`src/rtl/run_sequencer_pkg.sv`:
```
// Shared state encoding and index-width helper for the run sequencer and its trace buffer.
package run_sequencer_pkg;

   typedef enum logic [2:0] {
      ST_IDLE   = 3'd0,
      ST_LAUNCH = 3'd1,
      ST_RUN    = 3'd2,
      ST_GAP    = 3'd3,
      ST_FINISH = 3'd4
   } state_e;

   function automatic int idx_w(input int n);
      return (n > 1) ? $clog2(n) : 1;
   endfunction

endpackage

```
`src/rtl/run_sequencer_trace_buffer.sv`:
```
// Circular (pc, inst) trace with saturating fill count; reads are relative to the oldest entry.
module trace_buffer
   import run_sequencer_pkg::*;
#(
   parameter int DEPTH  = 16,
   parameter int DATA_W = 17
) (
   input  logic                    clk,
   input  logic                    rst,
   input  logic                    clr,
   input  logic                    we,
   input  logic [DATA_W-1:0]       wr_data,
   input  logic [idx_w(DEPTH)-1:0] rd_addr,
   output logic [DATA_W-1:0]       rd_data,
   output logic [idx_w(DEPTH):0]   count
);
   localparam int AW = idx_w(DEPTH);
   localparam logic [AW:0] FULL = (AW+1)'(DEPTH);

   logic [DATA_W-1:0] mem_q [DEPTH];
   logic [AW-1:0]     ptr_q, ptr_d;
   logic [AW:0]       count_q, count_d;
   logic [AW-1:0]     rd_idx;

   always_comb begin
      ptr_d   = ptr_q;
      count_d = count_q;
      if (clr) begin
         ptr_d   = '0;
         count_d = '0;
      end else if (we) begin
         ptr_d = ptr_q + 1'b1;
         if (count_q != FULL) count_d = count_q + 1'b1;
      end
   end

   always_ff @(posedge clk) begin
      if (rst) begin
         ptr_q   <= '0;
         count_q <= '0;
      end else begin
         ptr_q   <= ptr_d;
         count_q <= count_d;
      end
   end

   always_ff @(posedge clk) begin
      if (we && !clr) mem_q[ptr_q] <= wr_data;
   end

   // count == DEPTH truncates to 0 in AW bits, which is exactly the wrap we want
   assign rd_idx  = ptr_q - count_q[AW-1:0] + rd_addr;
   assign rd_data = ({1'b0, rd_addr} < count_q) ? mem_q[rd_idx] : '0;
   assign count   = count_q;

endmodule

```
`src/rtl/run_sequencer.sv`:
```
// Run controller: sequences NUM_PROGS programs through the core start/done handshake,
// with per-program watchdog, saturating RUN-cycle counter and a (pc, inst) trace.
//   state  | meaning
//   IDLE   | after reset, waiting for go
//   LAUNCH | one cycle, core_start raised, core_done ignored, watchdog cleared
//   RUN    | program executing; count cycles, trace, watch for done/timeout
//   GAP    | core_start low, waiting for core_done to drop before next program
//   FINISH | sequence over; run_done pulsed on entry, go starts a new sequence
module run_sequencer
   import run_sequencer_pkg::*;
#(
   parameter int PC_W        = 8,
   parameter int INST_W      = 9,
   parameter int NUM_PROGS   = 3,
   parameter int TIMEOUT_W   = 16,
   parameter int CYC_W       = 32,
   parameter int TRACE_DEPTH = 16
) (
   input  logic                          clk,
   input  logic                          rst,
   input  logic                          go,
   input  logic [TIMEOUT_W-1:0]          timeout_limit,
   input  logic                          core_done,
   input  logic [PC_W-1:0]               core_pc,
   input  logic [INST_W-1:0]             core_inst,
   output logic                          core_start,
   output logic [idx_w(NUM_PROGS)-1:0]   prog_sel,
   output logic                          busy,
   output logic                          run_done,
   output logic                          timed_out,
   output logic [CYC_W-1:0]              cycle_count,
   input  logic [idx_w(TRACE_DEPTH)-1:0] trace_rd_addr,
   output logic [PC_W-1:0]               trace_rd_pc,
   output logic [INST_W-1:0]             trace_rd_inst,
   output logic [idx_w(TRACE_DEPTH):0]   trace_count
);
   localparam int SEL_W  = idx_w(NUM_PROGS);
   localparam int DATA_W = PC_W + INST_W;
   localparam logic [SEL_W-1:0] LAST_PROG = SEL_W'(NUM_PROGS - 1);

   state_e               state_q, state_d;
   logic                 core_start_q, core_start_d;
   logic                 busy_q, busy_d;
   logic                 run_done_q, run_done_d;
   logic                 timed_out_q, timed_out_d;
   logic [SEL_W-1:0]     prog_sel_q, prog_sel_d;
   logic [CYC_W-1:0]     cycle_count_q, cycle_count_d;
   logic [TIMEOUT_W-1:0] wd_q, wd_d;
   logic [TIMEOUT_W-1:0] limit_q, limit_d;
   logic                 trace_we, trace_clr;
   logic [DATA_W-1:0]    trace_rd_data;

   always_comb begin
      state_d       = state_q;
      prog_sel_d    = prog_sel_q;
      timed_out_d   = timed_out_q;
      cycle_count_d = cycle_count_q;
      wd_d          = wd_q;
      limit_d       = limit_q;
      trace_we      = 1'b0;
      trace_clr     = 1'b0;
      case (state_q)
         ST_IDLE, ST_FINISH: begin
            if (go) begin
               state_d       = ST_LAUNCH;
               prog_sel_d    = '0;
               timed_out_d   = 1'b0;
               cycle_count_d = '0;
               limit_d       = timeout_limit;
               wd_d          = '0;
               trace_clr     = 1'b1;
            end
         end
         ST_LAUNCH: begin
            state_d = ST_RUN;
            wd_d    = '0;
         end
         ST_RUN: begin
            wd_d     = wd_q + 1'b1;
            trace_we = 1'b1;
            if (cycle_count_q != '1) cycle_count_d = cycle_count_q + 1'b1;
            // done takes priority over a watchdog expiry in the same cycle
            if (core_done) begin
               state_d = (prog_sel_q == LAST_PROG) ? ST_FINISH : ST_GAP;
            end else if (limit_q != '0 && wd_d == limit_q) begin
               timed_out_d = 1'b1;
               state_d     = ST_FINISH;
            end
         end
         ST_GAP: begin
            if (!core_done) begin
               state_d    = ST_LAUNCH;
               prog_sel_d = prog_sel_q + 1'b1;
            end
         end
         default: state_d = ST_IDLE;
      endcase
      core_start_d = (state_d == ST_LAUNCH) || (state_d == ST_RUN);
      busy_d       = core_start_d || (state_d == ST_GAP);
      run_done_d   = (state_d == ST_FINISH) && (state_q != ST_FINISH);
   end

   always_ff @(posedge clk) begin
      if (rst) begin
         state_q       <= ST_IDLE;
         core_start_q  <= 1'b0;
         busy_q        <= 1'b0;
         run_done_q    <= 1'b0;
         timed_out_q   <= 1'b0;
         prog_sel_q    <= '0;
         cycle_count_q <= '0;
         wd_q          <= '0;
         limit_q       <= '0;
      end else begin
         state_q       <= state_d;
         core_start_q  <= core_start_d;
         busy_q        <= busy_d;
         run_done_q    <= run_done_d;
         timed_out_q   <= timed_out_d;
         prog_sel_q    <= prog_sel_d;
         cycle_count_q <= cycle_count_d;
         wd_q          <= wd_d;
         limit_q       <= limit_d;
      end
   end

   trace_buffer #(
      .DEPTH  (TRACE_DEPTH),
      .DATA_W (DATA_W)
   ) u_trace (
      .clk     (clk),
      .rst     (rst),
      .clr     (trace_clr),
      .we      (trace_we),
      .wr_data ({core_pc, core_inst}),
      .rd_addr (trace_rd_addr),
      .rd_data (trace_rd_data),
      .count   (trace_count)
   );

   assign core_start  = core_start_q;
   assign busy        = busy_q;
   assign run_done    = run_done_q;
   assign timed_out   = timed_out_q;
   assign prog_sel    = prog_sel_q;
   assign cycle_count = cycle_count_q;
   assign {trace_rd_pc, trace_rd_inst} = trace_rd_data;

endmodule
```
`config.mk`:
```
export PLATFORM = sky130hd
export DESIGN_NAME = run_sequencer
export DESIGN_NICKNAME = d
export VERILOG_FILES = /design/src/rtl/run_sequencer_pkg.sv /design/src/rtl/run_sequencer_trace_buffer.sv /design/src/rtl/run_sequencer.sv
export SDC_FILE = /design/constraint.sdc
export NUM_CORES = 1
export LEC_CHECK = 0
export ABC_AREA = 1
export ABC_CLOCK_PERIOD_IN_PS = 7200
export BUFFER_PORTS_ARGS = -buffer_cell sky130_fd_sc_hd__buf_2
export CORE_ASPECT_RATIO = 0.5
export CORE_MARGIN = 1.5
export CORE_UTILIZATION = 35
export CTS_BUF_LIST = sky130_fd_sc_hd__clkbuf_4 sky130_fd_sc_hd__clkbuf_8
export CTS_CLUSTER_DIAMETER = 50
export DETAILED_ROUTE_END_ITERATION = 6
export PLACE_DENSITY = 0.5
export SETUP_SLACK_MARGIN = 0.02
export SLEW_MARGIN = 20
export SYNTH_ARGS = -nofsm -noshare
export SYNTH_HDL_FRONTEND = slang
export SYNTH_HIERARCHICAL = 1
export SYNTH_SLANG_ARGS = --single-unit
```
`constraint.sdc`:
```
create_clock -name clk -period 7.2 [get_ports clk]
set_clock_uncertainty 0.2 [all_clocks]
set_input_delay 1.44 -clock clk [delete_from_list [all_inputs] [get_ports clk]]
set_output_delay 1.44 -clock clk [all_outputs]
set_load 0.05 [all_outputs]
```
==> flow_metrics.tcl <==
set metrics [dict create \
    grtUsageTotal_pct 18.5 \
    cts_sinks 354 \
    status "complete, no violations" \
    cts_root_buf "clkbuf_8" \
    synth_ff_type "edfxtp_1" \
    start_util_pct 35.4 \
    hpwl_microns 24800 \
    port_buffers 100 \
    cts_tree "built" \
    drc 0 \
    coreArea_sq_mm 0.0451 \
    synth_warnings 6 \
    synthCells 1728 \
    synth-async-reset-ratio_pct 0 \
    multi_input_area_sq_mm 0.00552 \
    stdcell_count 2486 \
    synth_nets 1788 \
    antenna_found_initial 1 \
    synth_seq_area_share_pct 61.4 \
    min_period_ns 6.17 \
    cts_resized 0 \
    ios 101 \
    crit_path_end_kind "primary output" \
    die_area_sq_mm 0.0470 \
    grt_max_degree 137 \
    clkTransAtPathRegs_ns 0.06 \
    dr.pass1.iters 5 \
    tns_ns 0 \
    cp_max_fo 68 \
    syn_to_final_growth_pct 14.3 \
    ir_drop_mv 0.164 \
    drv_cap 0 \
    rows 55 \
    nFillCells 4561 \
    synth_area_sq_mm 0.0160 \
    clk_latency_ns 0.61 \
    p_leak_nw 7.18 \
    routed_wl_microns 43300 \
    rsz0062_at_grt "no" \
    hp-class "reg2reg" \
    final-setup-viol-count 0 \
    crit_required_ns 5.56 \
    vias_per_cell 4.82 \
    drt_iter0_drc 688 \
    drv_slew 0 \
    relSlewSlack_pct 36.2 \
    final_util_pct 40.5 \
    arrival_ns 4.53 \
    fin_crit_sh_pct 85.7 \
    yosysUniqueCellTypes 40 \
    vias 12000 \
    htreeDepth 2 \
    dp_slack_ns 1.03 \
    ant_nets 0 \
    hold_slack_ns 0.271 \
    globalplace.congestion 0.773 \
    cts_max_path_buffers 3 \
    wl_per_cell_microns 17.4 \
    worstMarginPinSlew_ns 0.958 \
    critPathKind "in2out" \
    synth_seq_cells 354 \
    overflow 0 \
    seqCellArea_sq_mm 0.00981 \
    final_hold_viol_count 0 \
    die_y_microns 154 \
    cts-hold-fix-buffers 0 \
    cts_buffers 54 \
    grt_pass1_wl_microns 67400 \
    fmax_mhz 162 \
    avgSynthCellArea_sq_um 9.25 \
    die_x_microns 305 \
    setup_ws_ns 1.03 \
    synth-edff-count 272 \
    critical_path.startpoint_type "primary input" \
    fin_nets 1903 \
    dpl.cell_count 2385 \
    post-cts-setup-buffers 0 \
    p_per_area_mw_per_mm2 261 \
    drive_gt1_share_pct 14.0 \
    grt_pass1_vias 11500 \
]
worst paths after layout:
kind | depth (start not counted) | endpoint | from | slack (ns)
setup reg to reg | 9 | u_trace/mem_q[3][0]$_DFFE_PP_ | state_q[1]$_SDFF_PP0_ | 4.03
hold reg to reg | 2 | cycle_count[8]$_SDFFE_PP0P_ | cycle_count[8]$_SDFFE_PP0P_ | 0.27
setup / recovery | 14 | trace_rd_pc[1] | trace_rd_addr[1] | 1.03
hold / removal | 2 | cycle_count[8]$_SDFFE_PP0P_ | cycle_count[8]$_SDFFE_PP0P_ | 0.27
cells in the mapped netlist (9+ instances only):
master    count  area (sq um)
nand4_1      21           131
nand2_1     673          2530
dfxtp_1      82          1640
nand2_2       9          56.3
nand3_1     201          1010
edfxtp_1    272          8170
clkbuf_1     29           109
buf_2        25           125
inv_1       101           379
ha_1         16           200
o21ai_0      37           185
a21oi_1      71           355
nor2_1       97           364
nor3_1       14          70.1
final cells by class:
type                            count  share of cell area [%]
Inverter                          107                    2.21
Clock inverter                     22                   0.644
Sequential cell                   354                    53.7
Tap cell                          598                    4.10
Clock buffer                       78                    5.16
Multi-Input combinational cell   1201                    30.2
Antenna cell                        1                  0.0137
Timing Repair Buffer              125                    3.97
flip-flops by register name, summed over array words and instances, names as in the netlist:
signal         count
run_done           1
timed_out          1
cycle_count       32
prog_sel           2
state_q            3
limit_q           16
busy               1
u_trace/ptr_q      4
wd_q              16
core_start         1
u_trace/mem_q    272
u_trace/count      5
through the flow:
stage	area, sq um	power (mW)
after detailed placement	17200	3.14
after floorplan	16000	2.86
after global routing	18300	5.01
after global placement	17200	3.14
final	18300	4.76
after CTS	18300	4.84
critical path: stages:
cell     delay, ns
buf_2         0.09
inv_1         0.05
fa_1          0.52
inv_1         0.07
fa_2          0.59
buf_4         0.74
nand3_1       0.15
nand2_1       0.10
nand2_1       0.05
nand2_1       0.08
nand2_1       0.05
nand2_1       0.24
nor2_1        0.06
buf_2         0.24
routing by layer:
metal	wire (microns)	up-vias	GRT usage [%]
li1	-	6018	-
met3	1750	67	3.16
met2	19600	202	29.7
met5	0	-	0
met1	21100	5694	25.9
met4	889	0	4.74
logic make-up after synthesis:
family,share of synthesized area [%]
flops,61.4
buf+inv,4.56
fa+ha+maj,1.63
compound gates,4.03
simple gates,27.6
xor+xnor,0.791
layout by cell type (no fill, tap or decap), types with 4 or more instances in the layout:
cell and n:
clkinv_1 15, inv_1 101, nor2_1 81, buf_2 100, clkbuf_4 21, a21oi_1 71
nand4_1 21, edfxtp_1 272, nand2_1 673, nand3_1 201, xor2_1 7, clkinv_2 4
nor2_4 5, inv_2 5, dfxtp_1 82, nor3_1 14, nor3b_1 4, ha_1 15
o21ai_0 37, buf_4 22, nor4_1 7, o21ai_1 4, clkbuf_8 57, nand2_2 9
nor2_2 21
report_power, final:
part	total [mW]	leakage (nW)	switching, mW	internal [mW]
clock network	1.68	0.565	0.828	0.848
logic	0.862	3.51	0.635	0.228
registers	2.23	3.11	0.0118	2.21
Note: power is estimated with default switching activity, not from simulation.
